<file path="config.mk">
export PLATFORM = sky130hd
export DESIGN_NAME = mux_sel_arbiter
export DESIGN_NICKNAME = d
export VERILOG_FILES = /design/src/rtl/mux_sel_arbiter.sv
export SDC_FILE = /design/constraint.sdc
export NUM_CORES = 1
export LEC_CHECK = 0
export CORE_UTILIZATION = 58
export DETAILED_ROUTE_END_ITERATION = 12
export GPL_ROUTABILITY_DRIVEN = 0
export PLACE_DENSITY = 0.83
export RECOVER_POWER = 50
export SETUP_SLACK_MARGIN = 0.1
export SLEW_MARGIN = 20
export SYNTH_ARGS = -nofsm -noshare
export SYNTH_HDL_FRONTEND = slang
export SYNTH_SLANG_ARGS = --single-unit
export TNS_END_PERCENT = 100
</file>
<file path="constraint.sdc">
create_clock -name i_clk -period 4 [get_ports i_clk]
set_clock_uncertainty 0.1 [all_clocks]
set_input_delay 1.2 -clock i_clk [delete_from_list [all_inputs] [get_ports i_clk]]
set_output_delay 1.2 -clock i_clk [all_outputs]
set_load 0.05 [all_outputs]
</file>
<file path="src/rtl/mux_sel_arbiter.sv">
// Round-robin owner of the shared 2:1 selection mux: drives SEL, issues grants,
// and keeps VALID low for a settle window after every SEL change.
module mux_sel_arbiter #(
    parameter int SETTLE   = 3,
    parameter int MAX_HOLD = 8
) (
    input  logic       i_clk,
    input  logic       i_rst,
    input  logic       i_req0,
    input  logic       i_req1,
    output logic       o_sel,
    output logic       o_gnt0,
    output logic       o_gnt1,
    output logic       o_valid,
    output logic [3:0] o_hold_cnt
);

    localparam logic [3:0] SETTLE_LOAD = 4'(SETTLE - 1);
    localparam logic [3:0] HOLD_MAX    = 4'(MAX_HOLD);

    typedef enum logic [1:0] {
        ST_IDLE,
        ST_SWITCH,
        ST_GRANT0,
        ST_GRANT1
    } state_t;

    state_t     r_state;
    state_t     w_state_next;
    logic       r_sel;
    logic       w_sel_next;
    logic       r_last;
    logic       w_last_next;
    logic       r_gnt0;
    logic       w_gnt0_next;
    logic       r_gnt1;
    logic       w_gnt1_next;
    logic       r_valid;
    logic [3:0] r_hold;
    logic [3:0] w_hold_next;
    logic [3:0] r_settle;
    logic [3:0] w_settle_next;

    // Arbitration target: on a tie the side that did not own the mux last wins.
    logic w_has_tgt;
    logic w_tgt;
    logic w_req_sel;
    logic w_own;
    logic w_req_own;
    logic w_req_oth;

    assign w_has_tgt = i_req0 | i_req1;
    assign w_tgt     = (i_req0 & i_req1) ? ~r_last : i_req1;
    assign w_req_sel = r_sel ? i_req1 : i_req0;
    assign w_own     = (r_state == ST_GRANT1);
    assign w_req_own = w_own ? i_req1 : i_req0;
    assign w_req_oth = w_own ? i_req0 : i_req1;

    always_comb begin
        w_state_next  = r_state;
        w_sel_next    = r_sel;
        w_last_next   = r_last;
        w_hold_next   = r_hold;
        w_settle_next = r_settle;
        w_gnt0_next   = 1'b0;
        w_gnt1_next   = 1'b0;
        case (r_state)
            ST_IDLE: begin
                w_hold_next = 4'd0;
                if (w_has_tgt) begin
                    if (w_tgt == r_sel) begin
                        w_state_next = w_tgt ? ST_GRANT1 : ST_GRANT0;
                        w_last_next  = w_tgt;
                        w_hold_next  = 4'd1;
                        w_gnt0_next  = ~w_tgt;
                        w_gnt1_next  = w_tgt;
                    end else begin
                        w_sel_next    = w_tgt;
                        w_settle_next = SETTLE_LOAD;
                        w_state_next  = ST_SWITCH;
                    end
                end
            end
            ST_SWITCH: begin
                w_hold_next = 4'd0;
                if (r_settle == 4'd0) begin
                    // A requester that gave up while the mux settled loses the grant.
                    if (w_req_sel) begin
                        w_state_next = r_sel ? ST_GRANT1 : ST_GRANT0;
                        w_last_next  = r_sel;
                        w_hold_next  = 4'd1;
                        w_gnt0_next  = ~r_sel;
                        w_gnt1_next  = r_sel;
                    end else begin
                        w_state_next = ST_IDLE;
                    end
                end else begin
                    w_settle_next = r_settle - 4'd1;
                end
            end
            ST_GRANT0, ST_GRANT1: begin
                if (!w_req_own || ((r_hold == HOLD_MAX) && w_req_oth)) begin
                    w_hold_next = 4'd0;
                    if (w_req_oth) begin
                        w_sel_next    = ~w_own;
                        w_settle_next = SETTLE_LOAD;
                        w_state_next  = ST_SWITCH;
                    end else begin
                        w_state_next = ST_IDLE;
                    end
                end else begin
                    w_hold_next = (r_hold == HOLD_MAX) ? HOLD_MAX : r_hold + 4'd1;
                    w_gnt0_next = ~w_own;
                    w_gnt1_next = w_own;
                end
            end
            default: begin
                w_state_next = ST_IDLE;
                w_hold_next  = 4'd0;
            end
        endcase
    end

    always_ff @(posedge i_clk) begin
        if (i_rst) begin
            r_state  <= ST_IDLE;
            r_sel    <= 1'b0;
            r_last   <= 1'b1;
            r_gnt0   <= 1'b0;
            r_gnt1   <= 1'b0;
            r_valid  <= 1'b0;
            r_hold   <= 4'd0;
            r_settle <= 4'd0;
        end else begin
            r_state  <= w_state_next;
            r_sel    <= w_sel_next;
            r_last   <= w_last_next;
            r_gnt0   <= w_gnt0_next;
            r_gnt1   <= w_gnt1_next;
            r_valid  <= w_gnt0_next | w_gnt1_next;
            r_hold   <= w_hold_next;
            r_settle <= w_settle_next;
        end
    end

    assign o_sel      = r_sel;
    assign o_gnt0     = r_gnt0;
    assign o_gnt1     = r_gnt1;
    assign o_valid    = r_valid;
    assign o_hold_cnt = r_hold;

endmodule

</file>
After elaboration in Yosys (flattened, before gate mapping)
Cells that the tools add are included.
- register bits after elaboration: 15
- reduce and logical (&&, ||, !) cells: 12
- multiplexer cells: 48
- eq/ne operators: 13
- add/sub/neg operators: 2
- bitwise logic cells: 7
- operators by type and width (operator ; number):
    1-bit 2-to-1 mux ; 29
    4-bit 2-to-1 mux ; 7
    4-bit case mux with 3 select lines ; 2
    2-bit inequality test, second input constant ; 8
    5-bit AND reduction ; 3
    2-bit 2-to-1 mux ; 5
    1-bit case mux with 3 select lines ; 2
    2-bit case mux with 3 select lines ; 1
    4-bit by 1-bit adder with 4-bit output, second input constant ; 1
    2-bit equality test, second input constant ; 2
    4-bit equality test, second input constant ; 1
    4-bit logical NOT ; 1
    1-bit NOT ; 4
    1-bit case mux with 2 select lines ; 2
    2-bit nonzero test ; 2
    4-bit by 1-bit subtractor with 4-bit output, second input constant ; 1
    3-bit AND reduction ; 1
    2-bit by 1-bit equality test with 1-bit output, second input constant ; 1
    2-bit logical NOT ; 1
    1-bit OR ; 2
    2-bit OR reduction ; 1
    1-bit bitwise AND ; 1
    1-bit equality test ; 1
    1-bit logical AND ; 1
    other kinds (2) ; 2

Logic depth before layout (Yosys ltp)
- word-level depth: 7
- depth in mapped cells: 7
- gate-level depth less buffers: 6

Worst setup path after synthesis
No wires, ideal clock.
- path type: input-to-reg
- start: input i_req1
- end: register r_settle[1]
- data required time: 3821 ps
- path buffers: 1
- setup slack: 1204 ps
- data arrival time: 2616 ps
- stages: 7
- cell sequence: buf_2 > a21bo_2 > ha_1 > o22ai_1 > a22o_1 > or2_1 > a211oi_2
- cells in the longest elaborated chain, start to end: 5
- elaborated cells on any way between the ends: 14
- ends and longest elaborated chain (element ; line ; source):
    start, declared ; 10 ; input logic i_req1,
    1-bit bitwise AND (tied with other cells) ; 53 ; assign w_tgt = (i_req0 & i_req1) ? ~r_last : i_req1;
    1-bit 2-to-1 mux (tied with other cells) ; 53 ;
    1-bit equality test or 1-bit logical OR (tied branches) ; 71, 102 ;
    2-bit inequality test (no source line) ; -- ;
    5-bit AND reduction (no source line) (*) ; -- ;
    end signal, assigned ; 142 ; r_settle <= w_settle_next;
    end, declared ; 41 ; logic [3:0] r_settle;
Mark *: on every way between the ends. The rest lies on a longest branch, timed or not.
A chain may end at the register's enable or synchronous reset.

Final worst setup path
- start: input i_req0
- end: register r_state[0]
- cells in the longest elaborated chain, start to end: 6
- elaborated cells on any way between the ends: 21
- ends and longest elaborated chain (element ; line ; source):
    start, declared ; 9 ; input logic i_req0,
    1-bit bitwise AND ; 53 ;
    1-bit 2-to-1 mux ; 53 ;
    1-bit 2-to-1 mux or 1-bit equality test (tied branches) ; 72, 71 ;
    2-bit 2-to-1 mux ; 71 ; if (w_tgt == r_sel) begin
    2-bit 2-to-1 mux ; 70 ; if (w_has_tgt) begin
    2-bit case mux with 3 select lines ; 67 ; case (r_state)
    end signal, assigned ; 135 ; r_state <= w_state_next;
    end, declared ; 28 ; state_t r_state;
Several ways; a longest one is shown, not always the timed one. The select of a mux whose other input is x is not followed.

==> flow_metrics.tcl <==
set metrics [dict create \
    critPathLaunchType "input pin" \
    chipWidth_um 43.3 \
    worst_pin_slew_ns 0.632 \
    swShare_pct 48.9 \
    clk-insertion-delay-late_ns 0.30 \
    drt_iter0_drc 39 \
    r2r_cells 4 \
    cp_top_family "buffers and inverters" \
    syn2layout_area_growth_pct 12.8 \
    via_per_inst 6.50 \
    drive_above_1_share_pct 9.45 \
    ctsResizeCount 0 \
    hold_viol_final 0 \
    setup_viol 0 \
    cts_setup_buffers 0 \
    end_kind "flop" \
    max_stage_delay_ns 0.55 \
    start_util_pct 64.0 \
    grt_pass1_vias 837 \
    io_pins 12 \
    hold_buffers 0 \
    synth_cell_types 46 \
    p_per_area_mw_per_mm2 745 \
    cp_data_arrival_time_ns 3.28 \
    worstPathCellList "dlygate4sd3_1 > clkbuf_1 > mux2i_1 > o211ai_1 > nor2b_1 > a221oi_1" \
    synth_top_area_share_pct 30.4 \
    vias 929 \
    required_ns 4.06 \
    fin_crit_ns 3.22 \
    synthArstFlopShare_pct 0 \
    cp_slowest_cell "dlygate4sd3_1" \
    yosys.area.top_type "dfxtp_1" \
    rsz0062_at_grt "no" \
    yosys_warnings 0 \
    synth-main-ff-cell "dfxtp_1" \
    grt_pass1_wl_mm 3.70 \
    maxSlewHeadroom_pct 57.8 \
    avgSynthCellArea_um2 8.30 \
    syn_area_um2 987 \
    met2_usage_pct 44.5 \
    hpwl_mm 1.58 \
    hp-class "flop to flop" \
    netlist_instances 119 \
    pwr-share-clk_pct 11.3 \
    wl_per_cell_um 15.7 \
    row_count 14 \
    clock_tree.htree_level_count 1 \
    coreArea_mm2 0.00154 \
    syn_nets 129 \
    post-place-cells 139 \
    final_cells 143 \
    dieArea_mm2 0.00187 \
    max_freq_mhz 310 \
    hold_depth 2 \
    synth_edf_count 0 \
    ant_nets 0 \
    cts_root_buffer "clkbuf_4" \
    cts_tree "yes" \
    port_buffers 11 \
    cp.depth 6 \
    status "completed" \
    leakagePower_nw 0.418 \
    critPathMaxFanout 14 \
    ys_seq_area_share_pct 30.4 \
    clock-sinks 15 \
    num_antenna_cells 0 \
    fin_crit_sh_pct 80.5 \
    drv_slew 0 \
    clk_pin_slew_ns 0.10 \
    clock_tree.buffer_depth 2 \
    synth_commonest_cells "dfxtp_1, nor3_1, buf_2" \
    p_sw_w 0.000406 \
    grt_util_met3_pct 5.53 \
    p_seq_share_pct 32.1 \
    p_int_w 0.000424 \
    worstSetupPathType "input pin to flop" \
    fp.dieH_um 43.3 \
    first_pass_iters 4 \
    track_usage_pct 26.6 \
    crit_buf_inv 2 \
    grt_overflow 0 \
    route.detailed.drc 0 \
    nets 138 \
    drv_cap 0 \
    grt_max_degree 19 \
    grt.busiest_layer "met2" \
    combinationalPowerShare_pct 56.6 \
    antenna_found_initial 0 \
    yosysMostFrequentCell "dfxtp_1" \
    ir_drop_uv 511 \
    drt_wl_total_mm 2.25 \
    cts_buffers 3 \
    grt_use_met1_pct 31.9 \
    ys_seq_elements 15 \
    finalSetupTns_ns 0 \
    synth_area_leaders "dfxtp_1, ha_1, nor3_1" \
]
[power groups by stage]
stage | Combinational, W | Sequential, W | Clock, W
2_1_floorplan | 0.000343 | 0.000296 | 0
3_3_place_gp | 0.000456 | 0.000267 | 0
3_5_place_dp | 0.000467 | 0.000270 | 0
4_1_cts | 0.000471 | 0.000266 | 0.0000944
5_1_grt | 0.000513 | 0.000275 | 0.000104
6_report | 0.000469 | 0.000267 | 0.0000938
[layout make-up]
type | count | area (µm²)
sequential | 15 | 300
clock inverter | 1 | 5.00
fill | 120 | 428
timing repair buffer | 13 | 121
clock buffer | 3 | 22.5
multi-input combinational | 88 | 618
tap | 16 | 20.0
inverter | 7 | 26.3
[cell families after synthesis]
logic type	share of synthesized area (%)
compound gates	23.7
flops	30.4
simple gates	26.4
xor+xnor	1.77
mux	3.17
buf+inv	6.97
fa+ha+maj	7.60
[worst register-to-register path, cell delays in order (launching register included)]
cell and delay (ns):
dfxtp_1 0.66, mux2i_1 0.42, o211ai_1 0.28, nor2b_1 0.24, a221oi_1 0.25
[placed cells by master, fill, tap and decap left out, types with 2 or more instances in the layout]
cell type	Yosys	routed
a211oi_1	2	2
a21oi_1	3	3
a22o_1	2	2
a31oi_1	3	3
and3b_1	2	2
clkbuf_4	0	3
clkdlybuf4s50_1	0	7
dfxtp_1	15	15
dlygate4sd3_1	0	4
ha_1	6	6
inv_1	6	6
mux2i_1	2	2
nand2_1	5	5
nand2b_1	3	3
nand3_1	5	5
nand3b_1	2	2
nor2_1	6	6
nor2b_1	4	4
nor3_1	8	8
nor3b_1	2	2
nor4_1	2	2
o21ai_0	4	4
o21ai_1	2	2
o221ai_1	2	2
or3_1	2	2
[sequential cells by signal, summed over array words and instances, names as in the netlist]
name and count:
o_valid 1, o_gnt1 1, o_hold_cnt 4, r_settle 4
o_gnt0 1, o_sel 1, r_last 1, r_state 2
[metrics by stage]
stage / util, % / hold WS, ns / power (W) / instance area, µm² / setup WS (ns)
final: 72.2 / 0.433 / 0.000830 / 1110 / 0.779
after global routing: 72.2 / 0.455 / 0.000891 / 1110 / 0.697
after CTS: 72.5 / 0.427 / 0.000832 / 1120 / 1.09
after detailed placement: 70.7 / 0.413 / 0.000737 / 1090 / 0.782
after global placement: 70.7 / 0.384 / 0.000723 / 1090 / 0.827
after floorplan: - / 0.363 / 0.000639 / 987 / 1.20
[worst paths after layout]
check                                  from          end  slack (ns)
worst min-delay path            r_settle[0]  r_settle[0]        0.43
worst max register to register   r_state[0]   r_state[0]        1.95
worst min register to register  r_settle[0]  r_settle[0]        0.43
worst max-delay path                 i_req0   r_state[0]        0.78
[routing by layer]
layer | routed length, µm | vias up
li1 | - | 459
met1 | 980 | 429
met2 | 1140 | 34
met3 | 93 | 7
met4 | 35 | 0
met5 | 0 | -
(Power assumes the default switching activity.)
==> edit (same flow settings) <==
The 4 states of `state_t` get a Gray code encoding in 2 bits.
--- a/src/rtl/mux_sel_arbiter.sv
+++ b/src/rtl/mux_sel_arbiter.sv
@@ -19,10 +19,10 @@
     localparam logic [3:0] HOLD_MAX    = 4'(MAX_HOLD);
 
     typedef enum logic [1:0] {
-        ST_IDLE,
-        ST_SWITCH,
-        ST_GRANT0,
-        ST_GRANT1
+        ST_IDLE   = 2'b00,
+        ST_SWITCH = 2'b01,
+        ST_GRANT0 = 2'b11,
+        ST_GRANT1 = 2'b10
     } state_t;
 
     state_t     r_state;
Function: no difference found for any inputs over 10 cycles, from zero or initial values and one cycle with i_rst high; not proved beyond that.
==> edit against the original RTL <==
Hold slack worse by 0.019 ns. Sequential cell count stayed put. Worst setup slack worse by 0.29 ns. Non-clock buffer count unchanged. Sequential share of layout area is 0.94 points higher. Area after synthesis decreased by 4.6%. Routed wire length decreased by 9.3%. First-iteration DRC count decreased by 62%. Final area is 3.4% lower. Via count is 8.3% lower. Power fell by 8.2%. Critical endpoint is now r_last.
==> edit: results (changes against the original RTL) <==
- Most area-consuming cells after synthesis: dfxtp_1 32%, ha_1 8.0%, inv_1 4.0%, nor2_1 4.0%, a2111oi_0 2.8% (was dfxtp_1 30%, ha_1 7.6%, nor3_1 4.1%, buf_2 3.5%, nand3_1 2.5%)
- Syn_area_per_cell: 8.64 um^2 (was 8.30 um^2)
- Largest net degree at the start of global routing: 19 (unchanged)
- Most frequent cells after synthesis: 15 x dfxtp_1, 10 x inv_1, 10 x nor2_1 (was 15 x dfxtp_1, 8 x nor3_1, 7 x buf_2)
- Sequential cell area fraction in the yosys report: 31.9% (was 30.4%)
- CTS H-tree depth: 1 (unchanged)
- Pre-antenna DRT Iters: 4 (unchanged)
- Placement Setup Slack: 0.257 ns (was 0.782 ns)
- Placed wire-length estimate: 1470 um (was 1580 um)
- Nets: 131 (was 138)
- Routed length per placed instance: 15.0 um (was 15.7 um)
- CTS resizes: 0 (unchanged)
- HP Class: flop to flop (unchanged)
- Max clock buf depth: 2 (unchanged)
- Hold slack: 0.415 ns (was 0.433 ns)
- Via count: 852 (was 929)
- Cell-internal power: 404 uW (was 424 uW)
- Vias in the first global route: 787 (was 837)
- Placement Cell Area: 1050 um^2 (was 1090 um^2)
- Critical path peak fanout: 9 (was 14)
- Fmax: 285 MHz (was 310 MHz)
- Postcts setup bufs: 0 (unchanged)
- Unique masters post-synth: 43 (was 46)
- Port bufs: 11 (unchanged)
- Initial drt markers: 15 (was 39)
- ANT cells: 0 (unchanged)
- Leak: 0.000417 uW (was 0.000418 uW)
- Ys async rst share: 0% (unchanged)
- Rel. slew slack: 58.6% (was 57.8%)
- Post-Layout Cell Count: 136 (was 143)
- Overall routing resource usage: 26.3% (was 26.6%)
- Syn nets: 119 (was 129)
- Clock slew at reported path FFs: 0.10 ns (about the same)
- Root buffer cell: clkbuf_4 (unchanged)
- Outcome: finished clean (unchanged)
- ANT nets after route: 0 (unchanged)
- VDD IR max: 0.452 mV (was 0.511 mV)
- Worst Path Arrival: 3.61 ns (was 3.28 ns)
- Worst-Skew Late Latency: 0.30 ns (about the same)
- First-pass GRT wire length: 3510 um (was 3700 um)
- Initial antenna violation count: 0 (unchanged)
- CTS Buf Count: 3 (unchanged)
- R2R Setup Slk: 1.81 ns (was 1.95 ns)
- Share of cells above drive strength 1: 11.7% (was 9.45%)
- Synth warn: 0 (unchanged)
[edit: final timing paths]
| check | start | to | depth (start not counted) |
|---|---|---|---|
| worst max-delay path | i_req1 | r_last | 7 |
| worst min-delay path | r_settle[1] | r_settle[1] | 1 |
| worst max register to register | r_last | r_last | 6 |
| worst min register to register | r_settle[1] | r_settle[1] | 1 |
[edit: stage by stage]
step / util (%) / total power (uW)
floorplan: - / 582
global placement: 69.9 / 663
detailed placement: 69.9 / 676
CTS: 71.8 / 767
global route: 71.4 / 813
finish: 71.4 / 762
[edit: routing by layer]
layer  share of wire, %  up-vias  track usage [%]
met5                  0        -                0
met1                 45      385             32.8
met4                3.8        0             14.4
met2                 47       33             43.4
met3                4.3       11             3.88
li1                   -      423                -
[edit: logic make-up after synthesis]
| group | share of synthesized area [%] |
|---|---|
| AOI/OAI and AO/OA | 23.9 |
| xor gates and xnor gates | 1.86 |
| adders and majority gates | 7.97 |
| buffers and inverters | 7.57 |
| DFF | 31.9 |
| muxes | 4.52 |
| and+or+nand+nor | 22.3 |
[edit: area by class of cell]
cell class	instances	area, um^2
Timing Repair Buffer	13	125
Sequential cell	15	300
Fill cell	117	430
Clock inverter	1	5.00
Clock buffer	3	22.5
Tap cell	16	20.0
Inverter	10	37.5
Multi-Input combinational cell	78	566
[edit: power by group through the flow]
stage / sequential, uW / combinational [uW] / clock [uW]
after floorplan: 296 / 286 / 0
after global placement: 255 / 408 / 0
after detailed placement: 257 / 419 / 0
after CTS: 254 / 422 / 91.7
after global routing: 261 / 455 / 97.7
final: 255 / 414 / 93.3
[edit: worst max-delay path: stages]
cell           delay (ns)
dlygate4sd3_1        0.69
a21boi_0             0.44
inv_1                0.09
ha_1                 0.32
or4_1                0.55
a211oi_2             0.25
a31oi_1              0.06
